$ cat src/rtl/fifo_pkg.sv
// Shared constants and helpers for the synchronous FIFO controller.
package fifo_pkg;

    // Default instance configuration.
    localparam int DATA_WIDTH = 8;
    localparam int MEM_DEPTH  = 16;
    localparam int AF_LEVEL   = MEM_DEPTH - 2;
    localparam int AE_LEVEL   = 2;

    // Ceiling log2, usable in constant expressions (parameter derivation).
    function automatic int clog2(input int value);
        int result;
        int v;
        result = 0;
        v      = value - 1;
        while (v > 0) begin
            result = result + 1;
            v      = v >> 1;
        end
        return result;
    endfunction

endpackage

$ cat src/rtl/fifo_mem_2p.sv
// Dual-port storage array: synchronous write port, asynchronous read port.
module fifo_mem_2p #(
    parameter int DATA_WIDTH = 8,
    parameter int ADDR_W     = 4
) (
    input  logic                  clk_i,
    input  logic                  we_i,
    input  logic [ADDR_W-1:0]     waddr_i,
    input  logic [DATA_WIDTH-1:0] wdata_i,
    input  logic [ADDR_W-1:0]     raddr_i,
    output logic [DATA_WIDTH-1:0] rdata_o
);

    localparam int DEPTH = 1 << ADDR_W;

    logic [DATA_WIDTH-1:0] mem_q [DEPTH];

    // Store the write word on the rising edge when the parent grants a write.
    // NOTE: the array has no reset branch; stale words are never observable
    // because the pointers define which entries are live, and leaving it out
    // lets the array map onto plain RAM.
    always_ff @(posedge clk_i) begin
        if (we_i) begin
            mem_q[waddr_i] <= wdata_i;
        end
    end

    assign rdata_o = mem_q[raddr_i];

endmodule

$ cat src/rtl/sync_fifo_ctrl_buf.sv
// Synchronous FIFO controller: binary pointers with a wrap bit, derived
// status flags, sticky error flags and a registered read-data stage.
module sync_fifo_ctrl_buf #(
    parameter  int DATA_WIDTH = fifo_pkg::DATA_WIDTH,
    parameter  int MEM_DEPTH  = fifo_pkg::MEM_DEPTH,
    parameter  int AF_LEVEL   = MEM_DEPTH - 2,
    parameter  int AE_LEVEL   = fifo_pkg::AE_LEVEL,
    localparam int ADDR_W     = fifo_pkg::clog2(MEM_DEPTH)
) (
    input  logic                  CLK,
    input  logic                  RST_N,
    input  logic                  CLR,
    input  logic                  W_INC_EN,
    input  logic [DATA_WIDTH-1:0] WR_DATA,
    input  logic                  R_INC_EN,
    output logic [DATA_WIDTH-1:0] R_DATA,
    output logic                  R_VALID,
    output logic                  W_FULL,
    output logic                  W_ALMOST_FULL,
    output logic                  R_EMPTY,
    output logic                  R_ALMOST_EMPTY,
    output logic [ADDR_W:0]       FIFO_COUNT,
    output logic                  OVERFLOW,
    output logic                  UNDERFLOW
);

    localparam logic [ADDR_W:0] AF_THR = AF_LEVEL[ADDR_W:0];
    localparam logic [ADDR_W:0] AE_THR = AE_LEVEL[ADDR_W:0];

    // Pointers carry one extra wrap bit so full and empty are distinguishable.
    logic [ADDR_W:0]       wptr_q, wptr_d;
    logic [ADDR_W:0]       rptr_q, rptr_d;
    logic [DATA_WIDTH-1:0] rdata_q, rdata_d;
    logic                  rvalid_q, rvalid_d;
    logic                  ovf_q, ovf_d;
    logic                  udf_q, udf_d;

    logic                  empty;
    logic                  full;
    logic [ADDR_W:0]       count;
    logic                  wr_acc;
    logic                  rd_acc;
    logic                  mem_we;
    logic [DATA_WIDTH-1:0] mem_rdata;

    assign empty  = (wptr_q == rptr_q);
    assign full   = (wptr_q[ADDR_W] != rptr_q[ADDR_W]) &&
                    (wptr_q[ADDR_W-1:0] == rptr_q[ADDR_W-1:0]);
    assign count  = wptr_q - rptr_q;

    // Full gates writes outright, so a write alongside a read on a full FIFO
    // is rejected even though the read frees a slot on the same edge.
    assign wr_acc = W_INC_EN & ~full;
    assign rd_acc = R_INC_EN & ~empty;

    // Reset and flush both outrank a write, so the array is left untouched.
    assign mem_we = wr_acc & ~CLR & RST_N;

    fifo_mem_2p #(
        .DATA_WIDTH (DATA_WIDTH),
        .ADDR_W     (ADDR_W)
    ) u_mem (
        .clk_i   (CLK),
        .we_i    (mem_we),
        .waddr_i (wptr_q[ADDR_W-1:0]),
        .wdata_i (WR_DATA),
        .raddr_i (rptr_q[ADDR_W-1:0]),
        .rdata_o (mem_rdata)
    );

    // Next-state for pointers, read stage and sticky error flags; flush wins.
    // NOTE: every target is given a default first so no path leaves one
    // unassigned, which would otherwise infer a latch.
    always_comb begin
        wptr_d   = wptr_q;
        rptr_d   = rptr_q;
        rdata_d  = rdata_q;
        rvalid_d = 1'b0;
        ovf_d    = ovf_q;
        udf_d    = udf_q;
        if (CLR) begin
            wptr_d  = '0;
            rptr_d  = '0;
            rdata_d = '0;
            ovf_d   = 1'b0;
            udf_d   = 1'b0;
        end else begin
            if (wr_acc) begin
                wptr_d = wptr_q + 1'b1;
            end
            if (rd_acc) begin
                rptr_d   = rptr_q + 1'b1;
                rdata_d  = mem_rdata;
                rvalid_d = 1'b1;
            end
            if (W_INC_EN && full) begin
                ovf_d = 1'b1;
            end
            if (R_INC_EN && empty) begin
                udf_d = 1'b1;
            end
        end
    end

    // State registers with synchronous active-low reset taking top priority.
    // NOTE: sequential state uses non-blocking assignments so every flop
    // samples pre-edge values regardless of statement order.
    always_ff @(posedge CLK) begin
        if (!RST_N) begin
            wptr_q   <= '0;
            rptr_q   <= '0;
            rdata_q  <= '0;
            rvalid_q <= 1'b0;
            ovf_q    <= 1'b0;
            udf_q    <= 1'b0;
        end else begin
            wptr_q   <= wptr_d;
            rptr_q   <= rptr_d;
            rdata_q  <= rdata_d;
            rvalid_q <= rvalid_d;
            ovf_q    <= ovf_d;
            udf_q    <= udf_d;
        end
    end

    // Every output comes from a flop or from the registered pointers only.
    assign R_DATA         = rdata_q;
    assign R_VALID        = rvalid_q;
    assign R_EMPTY        = empty;
    assign W_FULL         = full;
    assign FIFO_COUNT     = count;
    assign W_ALMOST_FULL  = (count >= AF_THR);
    assign R_ALMOST_EMPTY = (count <= AE_THR);
    assign OVERFLOW       = ovf_q;
    assign UNDERFLOW      = udf_q;

endmodule

$ cat config.mk
export PLATFORM = sky130hd
export DESIGN_NAME = sync_fifo_ctrl_buf
export DESIGN_NICKNAME = d
export VERILOG_FILES = /design/src/rtl/fifo_pkg.sv /design/src/rtl/fifo_mem_2p.sv /design/src/rtl/sync_fifo_ctrl_buf.sv
export SDC_FILE = /design/constraint.sdc
export NUM_CORES = 1
export LEC_CHECK = 0
export ABC_AREA = 0
export BUFFER_PORTS_ARGS = -buffer_cell sky130_fd_sc_hd__buf_4
export CAP_MARGIN = 20
export CORE_MARGIN = 3
export CORE_UTILIZATION = 60
export DETAILED_ROUTE_END_ITERATION = 8
export PLACE_DENSITY_LB_ADDON = 0.05
export SLEW_MARGIN = 10
export SYNTH_ARGS = -nofsm -noshare
export SYNTH_HDL_FRONTEND = slang
export SYNTH_HIERARCHICAL = 1
export SYNTH_SLANG_ARGS = --single-unit
$ cat constraint.sdc
create_clock -name CLK -period 7.1 [get_ports CLK]
set_clock_uncertainty 0.05 [all_clocks]
set_input_delay 1.775 -clock CLK [delete_from_list [all_inputs] [get_ports CLK]]
set_output_delay 1.775 -clock CLK [all_outputs]
set_load 0.1 [all_outputs]
==> reports/qor.txt, run 1 <==
Placed cell count: 484
Synthesis warning total: 6
Tcrit/Tclk final: 72.8%
CTS Hold Bufs: 0
Reg clk slew, reported paths: 0.07 ns
CP max stage cell: buf_4
Hold Path Class: register to register
Highest clock rate: 0.193 GHz
Setup violators final: 0
Synth Instances: 328
Switching pwr: 0.000421 W
Largest net degree at the start of global routing: 37
Internal Power: 0.00142 W
Total grt overflow: 0
Max-slew headroom: 37.2%
Worst Min Path Start: UNDERFLOW$_SDFFE_PP0P_
Area share of the largest cell type after synthesis: 64.1%
IO Port Bufs: 32
Max-Cap Viols: 0
CP Class: register to primary output
R2r setup slk: 3.56 ns
CP Max Fanout: 36
Root buf cell: clkbuf_8
Unique masters post-synth: 41
Post-Syn Nets: 348
Synth area leaders: edfxtp_1, dfxtp_1, mux4_2, mux4_1, a22oi_1
Total CTS buffers: 17
Number of flops mapped to enable cells by yosys: 128
Critical path capture point type: primary output
Synthesized area: 5990 sq um
Register area share after synthesis: 71.1%
Setup repair bufs after CTS: 0
Synth Flop Type: edfxtp_1
Clk pwr share: 43.9%
Drt first pass iters: 5
Antenna fix cells: 0
Vias per inst: 6.19
Total power draw: 0.00185 W
Worst R2R Path Depth: 9
Pwr/cell area: 265 nW/um^2
RSZ-0062 raised after global routing: no
Met2 usage: 37.8%
Skew-Pair Late Insertion Delay: 0.51 ns
Vias: 3,192
Worst-Margin Slew: 0.939 ns
Critical path startpoint category: register
Most numerous cell in the Yosys netlist: edfxtp_1
Clk sink count: 149
Ports: 33
Met3 Resource Use GR: 5.65%
WP data required: 5.28 ns
GR Util met1: 29.1%
Number of routed nets with antenna violations: 0
Core Area: 9460 sq um
Clock buffer depth: 2
Status: complete, no violations
Post-DP HPWL: 6990 microns
Area delta synth->final: 16.2%
Die Height: 106 microns
CTS H-tree lvls: 4
Tmin final: 5.17 ns
Crit path DAT: 3.34 ns
Yosys reg bits: 149
Initial antenna violation count: 0
Placer congestion estimate: 0.728
Net Sw Frac: 22.8%
Die width: 106 microns
Hold Path End: UNDERFLOW$_SDFFE_PP0P_
Most common library cells after synthesis: edfxtp_1, nor2_1, dfxtp_1
Nets: 394
Max Transition Viols Final: 0
Crit path top cell by count: buf_4
Site Rows: 35
Drt first-iter violations: 283
DRC errors left: 0
FFs w/ async S/R, synth: 0%
First-pass GRT wire length: 18,400 microns
Leakage: 2.37 nW
Combinational share of power: 4.4%
Layout cells sized above 1: 26.9%
VDD IR-drop max: 0.000178 V
Post-DP Area: 6420 sq um
WL final: 11,800 microns
Reg-to-reg endpoint: u_mem/mem_q[0][5]$_DFFE_PP_
Reg-to-reg startpoint: rptr_q[1]$_SDFFE_PP0P_
Initial core utilization: 63.4%
Final std cells w/o fill: 516
DR WL/cell: 22.8 microns
Busiest grt layer: met2
Hold depth: 2
# resized after CTS: 0
Die area: 11,200 sq um
Synth area leader: edfxtp_1
Mapped Avg Cell Area: 18.3 sq um
Final core occ: 73.6%
Final Instance Area: 6970 sq um
Crit-path max cell delay: 0.52 ns
Final count of hold timing violations: 0
Critical-path cell list: buf_4, ha_4, inv_2, fa_2, a21o_1, a21oi_4, xnor2_4, a2111oi_0, buf_4
CTS tree: built
GRT Total Usage: 22.7%
Seq pwr share: 51.7%
Vias in the first global route: 3,252
## critical path: cells and delay by family, from the launching register on
| family | cells | cell delay (ns) |
|---|---|---|
| AO/OA/AOI/OAI | 3 | 0.87 |
| buffers and inverters | 3 | 0.94 |
| adder cells (fa/ha/maj) | 2 | 0.58 |
| flip-flops | 1 | 0.31 |
| XOR/XNOR | 1 | 0.10 |
## layout make-up
cell class,count,area (sq um)
Clock buffer,18,428
Clock inverter,14,113
Fill cell,587,2490
Inverter,6,25.0
Multi-Input combinational cell,160,1670
Sequential cell,149,4270
Tap cell,129,161
Timing Repair Buffer,40,300
## how the worst max path moves through the flow
stage,to,slack [ns],startpoint,depth (start not counted)
4_1_cts,R_ALMOST_EMPTY,1.93,rptr_q[0]$_SDFFE_PP0P_,9
5_1_grt,R_ALMOST_EMPTY,1.78,rptr_q[0]$_SDFFE_PP0P_,9
3_3_place_gp,R_ALMOST_EMPTY,2.56,rptr_q[0]$_SDFFE_PP0P_,9
2_1_floorplan,R_ALMOST_EMPTY,-1.11,rptr_q[2]$_SDFFE_PP0P_,6
3_5_place_dp,R_ALMOST_EMPTY,2.49,rptr_q[0]$_SDFFE_PP0P_,9
6_report,R_ALMOST_EMPTY,1.93,rptr_q[0]$_SDFFE_PP0P_,9
## layer usage
metal / up-vias / routed length, microns
li1: 1421 / -
met1: 1634 / 4910
met2: 127 / 6050
met3: 10 / 631
met4: 0 / 190
met5: - / 0
## power by group through the flow
| stage | sequential, W | clock, W | combinational, W |
|---|---|---|---|
| CTS | 0.000954 | 0.000823 | 0.0000812 |
| floorplan | 0.000981 | 0 | 0.0000459 |
| detailed placement | 0.000973 | 0 | 0.0000810 |
| finish | 0.000954 | 0.000810 | 0.0000808 |
| global route | 0.000954 | 0.000865 | 0.0000856 |
| global placement | 0.000973 | 0 | 0.0000783 |
## cell usage in the layout, fill, tap and decap left out, types with 2 or more instances in the layout
master,count
edfxtp_1,128
buf_4,40
nor2_1,32
dfxtp_1,19
mux4_2,18
clkbuf_16,16
a22oi_1,16
mux4_1,14
nand2_1,12
mux2i_1,10
a21oi_1,6
xor2_1,5
ha_1,5
inv_6,5
inv_1,4
nor3_1,4
inv_4,3
nand2b_1,3
o21ai_0,3
or3_1,3
a21o_1,2
xnor2_4,2
o21ai_1,2
o211ai_1,2
nand3_1,2
clkbuf_8,2
clkinv_2,2
clkinvlp_4,2
inv_8,2
nand3b_1,2
## cells by family (layout without fill, tap and decap cells)
kind of cell / after synthesis / after routing / synth area share, %
xor gates and xnor gates: 9 / 9 / 1.44
DFF: 149 / 149 / 71.1
AOI/OAI and AO/OA: 36 / 36 / 4.03
muxes: 42 / 42 / 14.6
buffers and inverters: 19 / 78 / 2.07
adders and majority gates: 7 / 7 / 1.59
and+or+nand+nor: 66 / 66 / 5.16
## stage by stage
| stage | setup TNS [ns] | hold slack [ns] | setup slack, ns |
|---|---|---|---|
| final | 0 | 0.430 | 1.93 |
| after detailed placement | 0 | 0.424 | 2.49 |
| after floorplan | -1.11 | 0.458 | -1.11 |
| after global placement | 0 | 0.402 | 2.56 |
| after global routing | 0 | 0.476 | 1.78 |
| after CTS | 0 | 0.439 | 1.93 |
## flip-flops by register name, indices dropped and copies added, names as in the netlist
name,cells
OVERFLOW,1
R_DATA,8
R_VALID,1
UNDERFLOW,1
rptr_q,5
u_mem/mem_q,128
wptr_q,5
(Power assumes the default switching activity.)
==> run 2, diff against run 1 <==
Clock period 7.1 ns to 4.87 ns, I/O delays scaled along.
==> reports/qor.txt, run 2 (synthesis results as in run 1) <==
Status: complete, no violations
Post-DP Area: 6420 sq um
Highest clock rate: 0.246 GHz
Vias in the first global route: 3,235
Area delta synth->final: 17.1%
Layout cells sized above 1: 26.6%
Vias: 3,206
Pwr/cell area: 399 nW/um^2
Leakage: 2.39 nW
RSZ-0062 raised after global routing: no
Most flops, register: u_mem/mem_q
Ports: 33
Most frequent cells in the layout: edfxtp_1, buf_4, nor2_1
Post-DP HPWL: 7290 microns
GRT Total Usage: 22.8%
Final std cells w/o fill: 516
Critical path startpoint category: register
Total grt overflow: 0
Clock buffer depth: 2
Nets: 394
Placed cell count: 484
Number of routed nets with antenna violations: 0
IO Port Bufs: 32
Clk pwr share: 46.1%
Max-Cap Viols: 0
Fillers: 575
Setup repair bufs after CTS: 0
VDD IR-drop max: 0.000290 V
Placer congestion estimate: 0.813
First-pass GRT wire length: 18,600 microns
WP buf/inv: 2
Skew-Pair Late Insertion Delay: 0.51 ns
Met1 WL: 4770 microns
Initial antenna violation count: 0
CTS H-tree lvls: 4
Tcrit/Tclk final: 83.5%
Met2 wire length: 6030 microns
WP data required: 3.60 ns
Die width: 106 microns
CP max stage cell: dfxtp_1
Max reg flops: 128
Drt first-iter violations: 302
Root buf cell: clkbuf_8
CTS Hold Bufs: 0
Die Height: 106 microns
Crit path DAT: 2.80 ns
Antenna fix cells: 0
Max-slew headroom: 32.2%
CP Max Fanout: 9
Setup violators final: 0
Tmin final: 4.07 ns
Final count of hold timing violations: 0
Worst-Margin Slew: 1.01 ns
Initial core utilization: 63.4%
Commonest non-fill, non-tap cell in the layout: edfxtp_1
Critical-path cell list: inv_1, ha_1, a21o_1, a31oi_1, xnor2_4, a2111oi_0, buf_4
WL met3: 766 microns
Clk sink count: 149
WL final: 11,800 microns
Uppermost layer routed: met4
Combinational share of power: 4.2%
Die area: 11,200 sq um
DR WL/cell: 22.9 microns
Internal Power: 0.00221 W
Reg clk slew, reported paths: 0.06 ns
CTS tree: built
Total power draw: 0.00280 W
CP Class: register to primary output
Crit-path max cell delay: 0.45 ns
Hold Path Class: register to register
DRC errors left: 0
Critical path capture point type: primary output
Largest net degree at the start of global routing: 36
Family with the most delay on the worst path: compound AO/OA/AOI/OAI gates
Vias per inst: 6.21
Max Transition Viols Final: 0
Total CTS buffers: 17
# resized after CTS: 0
Net Sw Frac: 21.0%
Seq pwr share: 49.7%
Final Instance Area: 7020 sq um
Switching pwr: 0.000589 W
Site Rows: 35
Core Area: 9460 sq um
Drt first pass iters: 5
==> run 2: metrics by stage <==
stage               TNS, ns  utilization (%)  hold slack, ns  worst slack (ns)
global placement          0             67.9           0.408              1.42
finish                    0             74.2           0.430             0.803
CTS                       0             74.2           0.431             0.716
floorplan             -2.78                -           0.458             -2.78
detailed placement        0             67.9           0.417              1.28
global route              0             74.2           0.463             0.493
==> run 2: worst paths after layout <==
check / from / to / slack (ns) / cells past startpoint
setup reg to reg: wptr_q[1]$_SDFFE_PP0N_ / u_mem/mem_q[3][2]$_DFFE_PP_ / 1.67 / 6
setup / recovery: rptr_q[2]$_SDFFE_PP0P_ / R_ALMOST_EMPTY / 0.80 / 7
hold / removal: OVERFLOW$_SDFFE_PP0P_ / OVERFLOW$_SDFFE_PP0P_ / 0.43 / 2
hold reg to reg: OVERFLOW$_SDFFE_PP0P_ / OVERFLOW$_SDFFE_PP0P_ / 0.43 / 2
==> run 2: worst reg2reg max path: stages (launching register included) <==
cell,delay (ns)
dfxtp_1,0.62
ha_1,0.34
nand4_2,0.18
o21ai_1,0.15
nor2_1,0.26
or3b_2,0.52
nor2_1,0.70
==> run 2: per-layer routing <==
metal  vias to the layer above  track usage (%)
li1                       1420                -
met1                      1640             31.0
met2                       128             36.7
met3                        18             4.86
met4                         0             9.07
met5                         -                0
==> run 2: power groups by stage <==
stage               Sequential [W]  Clock [W]  Combinational [W]
floorplan                  0.00143          0          0.0000670
global placement           0.00142          0           0.000115
detailed placement         0.00142          0           0.000118
CTS                        0.00139    0.00131           0.000118
global route               0.00139    0.00137           0.000125
finish                     0.00139    0.00129           0.000117
==> run 2: final cells by class <==
cell class	instances	area, sq um	area share, %
inverter	6	25.0	0.357
timing repair buffer	40	300	4.28
multi-input combinational	160	1670	23.8
clock inverter	14	175	2.50
clock buffer	18	418	5.95
tap	129	161	2.30
sequential	149	4270	60.8
